==> src/rtl/pipe_pkg.sv <==
// Shared constants for the pipeline inter-stage registers: default control
// width, decode-flag bit positions and field offsets of the default payload.
package pipe_pkg;

  // Default width of the one-hot decode-control vector.
  localparam int CTRL_W_DEF = 10;

  // Decode-flag bit indices inside the control vector.
  localparam int CTL_COMPUTE     = 0;
  localparam int CTL_COMPUTE_IMM = 1;
  localparam int CTL_LW          = 2;
  localparam int CTL_SW          = 3;
  localparam int CTL_LHB         = 4;
  localparam int CTL_LLB         = 5;
  localparam int CTL_B           = 6;
  localparam int CTL_BR          = 7;
  localparam int CTL_PCS         = 8;
  localparam int CTL_HLT         = 9;

  // Field layout of the default 96-bit payload, 16-bit fields from bit 0.
  localparam int FIELD_W   = 16;
  localparam int OFF_INSTR = 0;
  localparam int OFF_PC    = 16;
  localparam int OFF_RF1   = 32;
  localparam int OFF_RF2   = 48;
  localparam int OFF_ALU   = 64;
  localparam int OFF_DM    = 80;
  localparam int DATA_W_DEF = 96;

endpackage

==> src/rtl/pipe_slot.sv <==
// One pipeline slot: valid flag, payload and decode-control register.
// Clear turns the slot into a bubble (valid and ctrl zero) but keeps data;
// reset additionally loads the payload reset value. Clear beats load.
module pipe_slot #(
  parameter int                DATA_W       = 96,
  parameter int                CTRL_W       = 10,
  parameter logic [DATA_W-1:0] DATA_RST_VAL = '0
) (
  input  logic              clk,
  input  logic              rst,
  input  logic              clr,
  input  logic              load,
  input  logic [DATA_W-1:0] d_data,
  input  logic [CTRL_W-1:0] d_ctrl,
  output logic              valid,
  output logic [DATA_W-1:0] data,
  output logic [CTRL_W-1:0] ctrl
);

  // Slot register: reset, then clear-to-bubble, then load.
  always_ff @(posedge clk) begin
    if (rst) begin
      valid <= 1'b0;
      ctrl  <= '0;
      data  <= DATA_RST_VAL;
    end else if (clr) begin
      valid <= 1'b0;
      ctrl  <= '0;
    end else if (load) begin
      valid <= 1'b1;
      ctrl  <= d_ctrl;
      data  <= d_data;
    end
  end

endmodule

==> src/rtl/pipe_stage_skid.sv <==
// Inter-stage pipeline register with a one-entry skid buffer.
//
// Handshake: a word moves upstream->stage when in_valid & in_ready at a
// rising edge, and stage->downstream when out_valid & out_ready at a rising
// edge. in_ready and out_valid are registers; in_ready is the registered
// "skid slot empty" flag, so it never depends combinationally on out_ready.
// Once out_valid is high, out_valid/out_data/out_ctrl hold until popped,
// unless rst or flush intervenes. Slot S is always younger than slot M.
module pipe_stage_skid
  import pipe_pkg::*;
#(
  parameter int                DATA_W       = DATA_W_DEF,
  parameter int                CTRL_W       = CTRL_W_DEF,
  parameter logic [DATA_W-1:0] DATA_RST_VAL = '0
) (
  input  logic              clk,
  input  logic              rst,
  input  logic              flush,
  input  logic              in_valid,
  output logic              in_ready,
  input  logic [DATA_W-1:0] in_data,
  input  logic [CTRL_W-1:0] in_ctrl,
  output logic              out_valid,
  input  logic              out_ready,
  output logic [DATA_W-1:0] out_data,
  output logic [CTRL_W-1:0] out_ctrl,
  output logic [1:0]        occupancy
);

  logic              m_valid, s_valid;
  logic [DATA_W-1:0] m_data, s_data;
  logic [CTRL_W-1:0] m_ctrl, s_ctrl;
  logic              acc, pop;
  logic              m_load, m_clr, m_from_s;
  logic              s_load, s_clr;
  logic              s_valid_nxt;
  logic [DATA_W-1:0] m_d_data;
  logic [CTRL_W-1:0] m_d_ctrl;

  assign acc = in_valid & in_ready;
  assign pop = m_valid & out_ready;

  // Slot control: flush empties both slots; otherwise M refills from S
  // first (FIFO order), then from the input, and S catches the word that
  // arrives while M is stalled.
  always_comb begin
    m_load   = 1'b0;
    m_clr    = 1'b0;
    m_from_s = 1'b0;
    s_load   = 1'b0;
    s_clr    = 1'b0;
    if (flush) begin
      m_clr = 1'b1;
      s_clr = 1'b1;
    end else if (!m_valid) begin
      m_load = acc;
    end else if (pop) begin
      if (s_valid) begin
        m_load   = 1'b1;
        m_from_s = 1'b1;
        s_clr    = 1'b1;
      end else if (acc) begin
        m_load = 1'b1;
      end else begin
        m_clr = 1'b1;
      end
    end else if (acc) begin
      s_load = 1'b1;
    end
  end

  assign m_d_data = m_from_s ? s_data : in_data;
  assign m_d_ctrl = m_from_s ? s_ctrl : in_ctrl;

  // Next value of the skid valid flag, used to pre-compute in_ready.
  always_comb begin
    s_valid_nxt = s_valid;
    if (s_clr)       s_valid_nxt = 1'b0;
    else if (s_load) s_valid_nxt = 1'b1;
  end

  // in_ready register: high whenever the skid slot will be empty.
  always_ff @(posedge clk) begin
    if (rst) in_ready <= 1'b1;
    else     in_ready <= ~s_valid_nxt;
  end

  pipe_slot #(
    .DATA_W(DATA_W), .CTRL_W(CTRL_W), .DATA_RST_VAL(DATA_RST_VAL)
  ) u_main (
    .clk(clk), .rst(rst), .clr(m_clr), .load(m_load),
    .d_data(m_d_data), .d_ctrl(m_d_ctrl),
    .valid(m_valid), .data(m_data), .ctrl(m_ctrl)
  );

  pipe_slot #(
    .DATA_W(DATA_W), .CTRL_W(CTRL_W), .DATA_RST_VAL(DATA_RST_VAL)
  ) u_skid (
    .clk(clk), .rst(rst), .clr(s_clr), .load(s_load),
    .d_data(in_data), .d_ctrl(in_ctrl),
    .valid(s_valid), .data(s_data), .ctrl(s_ctrl)
  );

  assign out_valid = m_valid;
  assign out_data  = m_data;
  assign out_ctrl  = m_ctrl;
  assign occupancy = {1'b0, m_valid} + {1'b0, s_valid};

endmodule

==> config.mk <==
export PLATFORM = sky130hd
export DESIGN_NAME = pipe_stage_skid
export DESIGN_NICKNAME = d
export VERILOG_FILES = /design/src/rtl/pipe_pkg.sv /design/src/rtl/pipe_slot.sv /design/src/rtl/pipe_stage_skid.sv
export SDC_FILE = /design/constraint.sdc
export NUM_CORES = 1
export LEC_CHECK = 0
export ABC_AREA = 1
export CAP_MARGIN = 20
export CORE_MARGIN = 2
export CORE_UTILIZATION = 39
export DETAILED_ROUTE_END_ITERATION = 6
export DONT_BUFFER_PORTS = 1
export SLEW_MARGIN = 5
export SYNTH_ARGS = -nofsm -noshare
export SYNTH_HDL_FRONTEND = slang
export SYNTH_SLANG_ARGS = --single-unit
==> constraint.sdc <==
create_clock -name clk -period 1.5 [get_ports clk]
set_input_delay 0.3 -clock clk [delete_from_list [all_inputs] [get_ports clk]]
set_output_delay 0.3 -clock clk [all_outputs]
set_load 0.02 [all_outputs]
# Word-level counts from Yosys, hierarchy flattened
# Index checks and enable logic that the tools add are counted.
# classes
muxes,22
addsub,1
n_bitwise,5
reduce_logical,4
# ops
cell,n
$mux W96,1
$mux W1,20
$mux W10,1
$reduce_and A2 Y1,2
$reduce_or A2 Y1,2
$not A1 Y1,3
$add A1 B1 Y2,1
$and A1 B1 Y1,2
# word_totals
input_bits,111
regBits,215
word_cells,39

# Longest topological paths before layout
# Gate-level depths: netlist (run 1).
# depth
word_depth,8
ltp_mapped,9

# Hierarchy
# A second synthesis (run 1) with hierarchy kept.
# hier_totals
cells_unflattened,1711
hier_area_um2,10508.8
# by_module_without_submodules
module,area_per_inst_um2,n_inst,cells_per_inst
pipe_slot,4439.3,2,668
pipe_stage_skid,1630.3,1,375

# Worst setup path before layout (run 1)
# Ideal clock, no wire load.
# synth_timing
kind,reg2reg
startpoint,register in_ready
endpoint,register u_main.data[28]
arrival_time_ps,1457
setup_time_ps,112
stages_incl_launch_ff,8
n_path_buf,2
period_less_slack_ps,1568
required_ps,1388
path_slack_ps,-68
path_cell_list,dfxtp_1 > nand2_1 > a21oi_2 > buf_2 > buf_2 > nand3_1 > nor2_1 > nor2_1
# synth_via
elab_chain_len,8
elab_cells_between_ends,13
classes_between,mux (10); bitwise (2); reduce/logical (1)
# synth_lines
element,line_no,source
"start, declared",pipe_stage_skid.sv:20,"output logic in_ready,"
"start signal, assigned",pipe_stage_skid.sv:85,else in_ready <= ~s_valid_nxt;
$and A1 B1 Y1 (*),pipe_stage_skid.sv:40,assign acc = in_valid & in_ready;
$mux W1,pipe_stage_skid.sv:62,end else if (acc) begin
$mux W1,pipe_stage_skid.sv:58,if (s_valid) begin
$mux W1,pipe_stage_skid.sv:57,end else if (pop) begin
$mux W1,pipe_stage_skid.sv:55,end else if (!m_valid) begin
$mux W1,pipe_stage_skid.sv:52,if (flush) begin
$not A1 Y1 (no source line),-,
$reduce_and A2 Y1 (no source line) (*),-,
"end signal, assigned",pipe_slot.sv:32,data <= d_data;
"end, declared",pipe_slot.sv:16,"output logic [DATA_W-1:0] data,"
# Mark *: on every way between the ends. The rest lies on a longest branch, timed or not.
# A chain may end at the register's enable or synchronous reset.

# Worst setup path in the final report (run 1)
# layout_timing
startpoint,register u_main.valid
endpoint,output occupancy[0]
# layout_via
elab_chain_len,1
# layout_lines
element,line_no,source
"start, declared",pipe_slot.sv:15,"output logic valid,"
"start signal, assigned",pipe_slot.sv:23,valid <= 1'b0;
"start signal, assigned",pipe_slot.sv:27,valid <= 1'b0;
"start signal, assigned",pipe_slot.sv:30,valid <= 1'b1;
$add A1 B1 Y2,pipe_stage_skid.sv:107,"assign occupancy = {1'b0, m_valid} + {1'b0, s_valid};"
"end, declared",pipe_stage_skid.sv:27,output logic [1:0] occupancy
# Every way passes these cells.

==> run_results.csv, run 1 <==
group,metric,value,unit
die,fp-row-count,58,
clock_tree,insertion_delay,520,ps
setup_path,crit_chain,"ha_4",
die,start_util,0.395,
finish,nNetsFinal,1826,
sta,drv_slew,0,
power,p_total,13.3,mW
yosys,netlist_top_cells_count,"nor2_1 (518), nand2_1 (336), inv_1 (216), dfxtp_1 (215), nand3_1 (107)",
route,first_iter_violations,740,
placement,gp_congestion,0.760,
global_routing,grt_antenna_before_repair,0,
finish,num_antenna_cells,0,
yosys,yosys_warnings,0,
placement,dp_hpwl,16500,um
placement,place_inst,1882,
clock_tree,htree_levels,1,
yosys,synth_edf_count,0,
status,status,"finished with violations",
die,core_area,25100,sq um
clock_tree,clkTransAtPathRegs,60,ps
yosys,synth_area_per_cell,6.16,sq um
die,dieArea,26700,sq um
route,drtAntennaViolNets,0,
route,detail_route.wl_per_cell,15.2,um
die,dieWidth,163,um
yosys,synthesis.nets,1723,
route,drt_first_pass_iters,7,
setup_path,startpoint_type,"register",
die,pin_count,221,
global_routing,grt_pass1_vias,8893,
sta,maxSlewHeadroom,0.756,
setup_path,arrival,1200,ps
finish,utilization,0.520,
power,p_leak,5.71,nW
placement,portBuffers,0,
clock_tree,cts_buffers,25,
job,cap_viol_max_count,0,
sta,hold_viol,0,
setup_path,critPathMaxStageDelay,370,ps
die,die-height,163,um
yosys,synth_ff_type,"dfxtp_1",
route,wl,31200,um
worst_hold_path,hold_path.class,"input port to register",
clock_tree,cts_tree,"built",
setup_path,critPathMaxFanout,6,
sta,finalSetupTns,-4.62,ps
yosys,synth_most_common_cell,"nor2_1",
sta,layout_setup_ws,-4.62,ps
sta,fin_skew,12.2,ps
sta,whs,18.8,ps
setup_path,path_class,"register to output port",
global_routing,grt_util_all_layers,0.204,
finish,layout-drive-gt1-share,0.0950,
clock_tree,root_buffer,"clkbuf_16",
sta,clock.fmax,0.665,GHz
yosys,async_reset_ff_frac,0,
setup_path,worst_path_max_delay_cell,"dfxtp_4",
sta,setup-violations-final,1,
yosys,yosysTopAreaCell,"dfxtp_1",
global_routing,grt_pass1_wl,45000,um
power,p_per_area,1020,nW/um^2
yosys,ys_seq_area_frac,0.434,
finish,area_growth,31.6,%
sta,finalCritPeriodShare,1.00,
yosys,ys_seq_elements,215,
yosys,yosysTopAreaCellShare,0.434,
sta,period_needed,1500,ps
setup_path,cpLargestDelayFamily,"flip-flops",
global_routing,grt_max_degree,80,
finish,fin_cells,2056,
sta,worst-slew-pin-transition,366,ps
route,viasPerCell,4.73,
setup_path,critPathRequiredTime,1200,ps
route,route.detailed.drc,0,
setup_path,crit_buf_inv,0,
sta,rsz0062_at_grt,"yes",
clock_tree,cts.path.max_buffers,3,
yosys,ys_types,21,
setup_path,r2r_slack,20,ps
status,violations,"negative setup slack",
route,vias,9727,
setup_path,cp-end-kind,"output port",
yosys,syn_area,9920,sq um
yosys,syn_inst,1611,
global_routing,grt_overflow,0,
power,ir_worst_vdd,751,uV
yosys,synth_area_leaders,"dfxtp_1 (43%), nor2_1 (20%), nand2_1 (13%)",
clock_tree,clock_sinks,215,
placed cells by master (no fill, tap or decap):
cell type,instances
nand3_1,105
bufinv_16,1
clkbuf_16,39
a31oi_1,1
buf_16,6
nand2_1,296
o21ai_1,12
nor2_1,511
o21ai_0,87
nand2_8,2
buf_6,13
inv_2,2
dfxtp_1,212
o21ai_4,1
nand3_2,2
clkbuf_1,5
dfxtp_4,2
ha_4,1
buf_4,19
clkbuf_8,3
nor2_2,7
inv_1,215
buf_12,16
inv_8,1
a21oi_4,1
nand2_4,3
a21oi_1,8
inv_6,2
clkinv_2,4
clkinv_1,1
dlygate4sd3_1,107
nand2_2,38
nand4_1,1
dfxtp_2,1
a21boi_1,1
area by class of cell:
class | count | area [sq um]
fillers | 2514 | 12100
clock inverters | 6 | 58.8
well taps | 330 | 413
repair buffers | 175 | 2200
multi-input cells | 1077 | 4540
flip-flops and latches | 215 | 4310
inverters | 220 | 838
clock buffers | 33 | 686
power breakdown:
part           switching, mW  internal, mW  leakage (nW)
Combinational          0.747         0.630          3.59
Clock                   2.36          3.34         0.370
Sequential             0.312          5.89          1.75
Total                   3.42          9.86          5.71
worst paths after layout:
| check | from | endpoint | depth (start not counted) |
|---|---|---|---|
| hold / removal | in_data[55] | u_main.data[55]$_SDFFE_PP0P_ | 4 |
| hold reg to reg | u_skid.ctrl[1]$_SDFFE_PP0P_ | u_skid.ctrl[1]$_SDFFE_PP0P_ | 2 |
| setup reg to reg | u_main.valid$_SDFFE_PP0P_ | u_main.data[13]$_SDFFE_PP0P_ | 8 |
| setup / recovery | u_main.valid$_SDFFE_PP0P_ | occupancy[0] | 1 |
worst reg2reg max path, cell delays in order (launching register included):
cell,delay [ps]
dfxtp_4,370
buf_6,120
o21ai_4,200
buf_12,190
nand2_8,110
buf_12,170
nand2_1,70
nand2_1,60
nor2_1,120
cells by family after synthesis:
family / after synthesis / share of synthesized area
compound gates: 111 / 0.0571
buf+inv: 320 / 0.129
flops: 215 / 0.434
simple gates: 964 / 0.379
fa+ha+maj: 1 / 0.00126
flip-flops by register name (all words and copies together) (netlist names):
signal,count
u_main.data,96
u_skid.data,96
u_main.ctrl,10
u_skid.ctrl,10
in_ready,1
u_main.valid,1
u_skid.valid,1
stage by stage:
step                      worst slack [ps]  area [sq um]
after global placement                20.8         10500
after CTS                            -31.7         12300
final                                -4.62         13000
after detailed placement             -14.2         10500
after global routing                 -34.8         13000
after floorplan                       10.4          9940
metal layers:
metal	share of wire	track usage	vias up
met5	0	0	-
met4	0.024	0.0562	0
met3	0.075	0.0546	42
met2	0.47	0.349	291
met1	0.43	0.253	4405
li1	-	-	4989
repair_timing:
action | 4_1_cts | 5_1_grt
pin swaps | 1 | 26
setup endpoints to repair | 7 | 207
setup buffers | 0 | 7
hold endpoints to repair | 157 | 1
cloned | 1 | 20
hold buffers | 106 | 1
resized for setup | 5 | 91
No activity file was read; power rests on OpenSTA's default activity.
==> run 2: changes to the inputs <==
Settings changed: CORE_MARGIN 2 to 4, SYNTH_HIERARCHICAL set to 1.
==> run 2 against run 1 <==
  * The flow finishes with violations (design-rule violations, negative setup slack)
  * Synthesized cell count is 6.2% higher
  * Worst setup slack worse by 140 ps
  * Core utilization is 4.4 points higher
  * Hold slack hardly changed
  * Sequential cell count stayed put
  * Non-clock buffer count is 30 higher
  * Clock power is 11% higher
  * Synthesized area is 6.0% higher
==> run_results.csv, run 2 <==
group,metric,value,unit
status,status,"finished with violations",
status,violations,"design-rule violations, negative setup slack",
die,fp-row-count,59,
setup_path,cp-end-kind,"register",
route,drtAntennaViolNets,0,
route,drt_first_pass_iters,7,
sta,rsz0062_at_grt,"yes",
global_routing,grt_max_degree,59,
global_routing,grt_antenna_before_repair,0,
setup_path,r2r_slack,-140,ps
global_routing,met3_usage,0.0457,
yosys,synth_edf_count,0,
worst_hold_path,hold_path.class,"input port to register",
sta,layout_setup_ws,-141,ps
placement,portBuffers,0,
yosys,ys_seq_area_frac,0.410,
setup_path,startpoint_type,"register",
finish,top_regs,"u_main/data (96), u_skid/data (96)",
sta,drv_slew,0,
setup_path,critPathMaxFanout,6,
finish,area_growth,41.1,%
yosys,ys_types,18,
clock_tree,root_buffer,"clkbuf_16",
global_routing,grt_util_all_layers,0.237,
die,die-height,172,um
sta,hold_viol,0,
route,first_iter_violations,1150,
clock_tree,cts.path.max_buffers,3,
yosys,synthesis.nets,1823,
worst_hold_path,hold-path-endpoint,"u_main/ctrl[4]$_SDFFE_PP0P_",
global_routing,top_usage_layer,"met2",
finish,utilization,0.564,
die,dieWidth,172,um
yosys,yosysTopAreaCell,"dfxtp_1",
route,viasPerCell,5.22,
placement,gp_congestion,0.810,
sta,clock.fmax,0.609,GHz
clock_tree,insertion_delay,520,ps
finish,final_common_cell,"nor2_1",
power,ir_worst_vdd,596,uV
setup_path,crit_chain,"nand2_4, nand2_4, nand2_4, a21oi_4, inv_4, nor2_4, buf_12, buf_12, buf_16, nor2_2, nor2_1",
yosys,syn_area,10500,sq um
route,detail_route.wl_per_cell,18.7,um
die,dieArea,29600,sq um
setup_path,worst_path_max_delay_cell,"dfxtp_4",
finish,layout_common_cells,"nor2_1 (364), nand2_1 (351), nand3_1 (288)",
yosys,synth_area_per_cell,6.14,sq um
clock_tree,cts_tree,"built",
yosys,syn_inst,1711,
power,p_total,13.9,mW
clock_tree,htree_levels,1,
setup_path,arrival,2090,ps
worst_hold_path,holdPathStages,4,
finish,fill_cells,2460,
sta,whs,19.0,ps
finish,nNetsFinal,1935,
setup_path,timing.rr.start,"in_ready$_SDFF_PP1_",
global_routing,grt_pass1_vias,10300,
route,wl,40800,um
worst_hold_path,min-delay-start,"in_ctrl[4]",
yosys,ys_seq_elements,215,
finish,num_antenna_cells,0,
yosys,async_reset_ff_frac,0,
sta,maxSlewHeadroom,0.692,
sta,period_needed,1640,ps
route,route.detailed.drc,2,
yosys,synth_area_leaders,"dfxtp_1 (41%), nand2_1 (16%), nand3_1 (14%)",
die,pin_count,221,
yosys,synth_ff_type,"dfxtp_1",
setup_path,critPathMaxStageDelay,380,ps
yosys,synth_most_common_cell,"nand2_1",
setup_path,critPathMostFrequentCell,"nand2_4",
job,cap_viol_max_count,0,
die,core_area,26300,sq um
sta,finalCritPeriodShare,1.09,
placement,dp_hpwl,18100,um
global_routing,grt_use_met1,0.307,
sta,fin_skew,9.05,ps
clock_tree,cts_buffers,25,
setup_path,path_class,"register to register",
route,vias,11400,
power,p_leak,6.86,nW
yosys,yosysTopAreaCellShare,0.410,
die,start_util,0.400,
clock_tree,clkTransAtPathRegs,60,ps
sta,setup-violations-final,187,
setup_path,crit_start,"in_ready$_SDFF_PP1_",
setup_path,ff2ff_path_depth,11,
global_routing,grt_util_met2,0.409,
yosys,netlist_top_cells_count,"nand2_1 (453), nor2_1 (391), nand3_1 (300), dfxtp_1 (215), inv_1 (196)",
setup_path,critPathRequiredTime,1950,ps
sta,worst-slew-pin-transition,461,ps
yosys,yosys_warnings,6,
placement,post_dp_cell_area,10900,sq um
clock_tree,clock_sinks,215,
power,p_per_area,934,nW/um^2
finish,layout-drive-gt1-share,0.177,
finish,design_area,14800,sq um
setup_path,rr_endpoint,"u_main/data[73]$_SDFFE_PP0P_",
global_routing,grt_overflow,0,
global_routing,grt_pass1_wl,56500,um
run 2: worst max-delay path by stage:
stage                                    to  slack (ps)  cells past startpoint
2_1_floorplan  u_main/data[52]$_SDFFE_PP0P_          10                     12
3_3_place_gp   u_main/data[52]$_SDFFE_PP0P_         -20                      9
3_5_place_dp   u_main/data[21]$_SDFFE_PP0P_         -40                      9
4_1_cts                        occupancy[0]        -130                      2
5_1_grt        u_main/data[73]$_SDFFE_PP0P_        -220                     11
6_report       u_main/data[73]$_SDFFE_PP0P_        -140                     11
run 2: timing repair:
| item | in CTS | in global routing |
|---|---|---|
| pin swaps | 7 | 60 |
| resized for setup | 43 | 221 |
| setup buffers | 18 | 8 |
| hold endpoints to repair | 110 | 0 |
| gates cloned | 16 | 26 |
| setup endpoints to repair | 89 | 215 |
| hold buffers | 107 | 0 |
run 2: worst max-delay path: cells and delay by family, from the launching register on:
family / cells / cell delay, ps
buffers and inverters: 4 / 490
AND/OR/NAND/NOR: 6 / 490
AO/OA/AOI/OAI: 1 / 200
flip-flops: 1 / 380
run 2: metrics by stage:
step	setup TNS, ps	std cells	setup WS (ps)
after detailed placement	-446	1962	-38.9
after floorplan	0	1711	12.1
after CTS	-8850	2147	-131
after global placement	-142	1962	-22.1
after global routing	-28250	2176	-216
final	-11880	2176	-141
run 2: logic make-up (layout without fill, tap and decap cells):
kind of cell,after synthesis,count (layout),synth area share
DFF,215,215,0.410
AOI/OAI and AO/OA,22,22,0.0105
adders and majority gates,1,1,0.00119
and+or+nand+nor,1149,1151,0.449
buffers and inverters,324,452,0.130
run 2: layout make-up:
type | instances | area (sq um) | share of cell area
inverters | 202 | 774 | 0.0522
well taps | 335 | 419 | 0.0283
flip-flops and latches | 215 | 4310 | 0.291
clock inverters | 9 | 124 | 0.00836
multi-input cells | 1174 | 5500 | 0.371
repair buffers | 205 | 2980 | 0.201
clock buffers | 36 | 717 | 0.0484
run 2: layer usage:
metal	vias to the layer above	routed length, um	share of wire
li1	5434	-	-
met2	519	19800	0.49
met1	5317	16300	0.40
met5	-	0	0
met4	0	1090	0.027
met3	85	3530	0.087
run 2: power breakdown:
| part | total [mW] | switching (mW) | internal [mW] |
|---|---|---|---|
| combinational | 1.53 | 0.830 | 0.699 |
| clock | 6.31 | 2.49 | 3.82 |
| sequential | 6.01 | 0.201 | 5.81 |
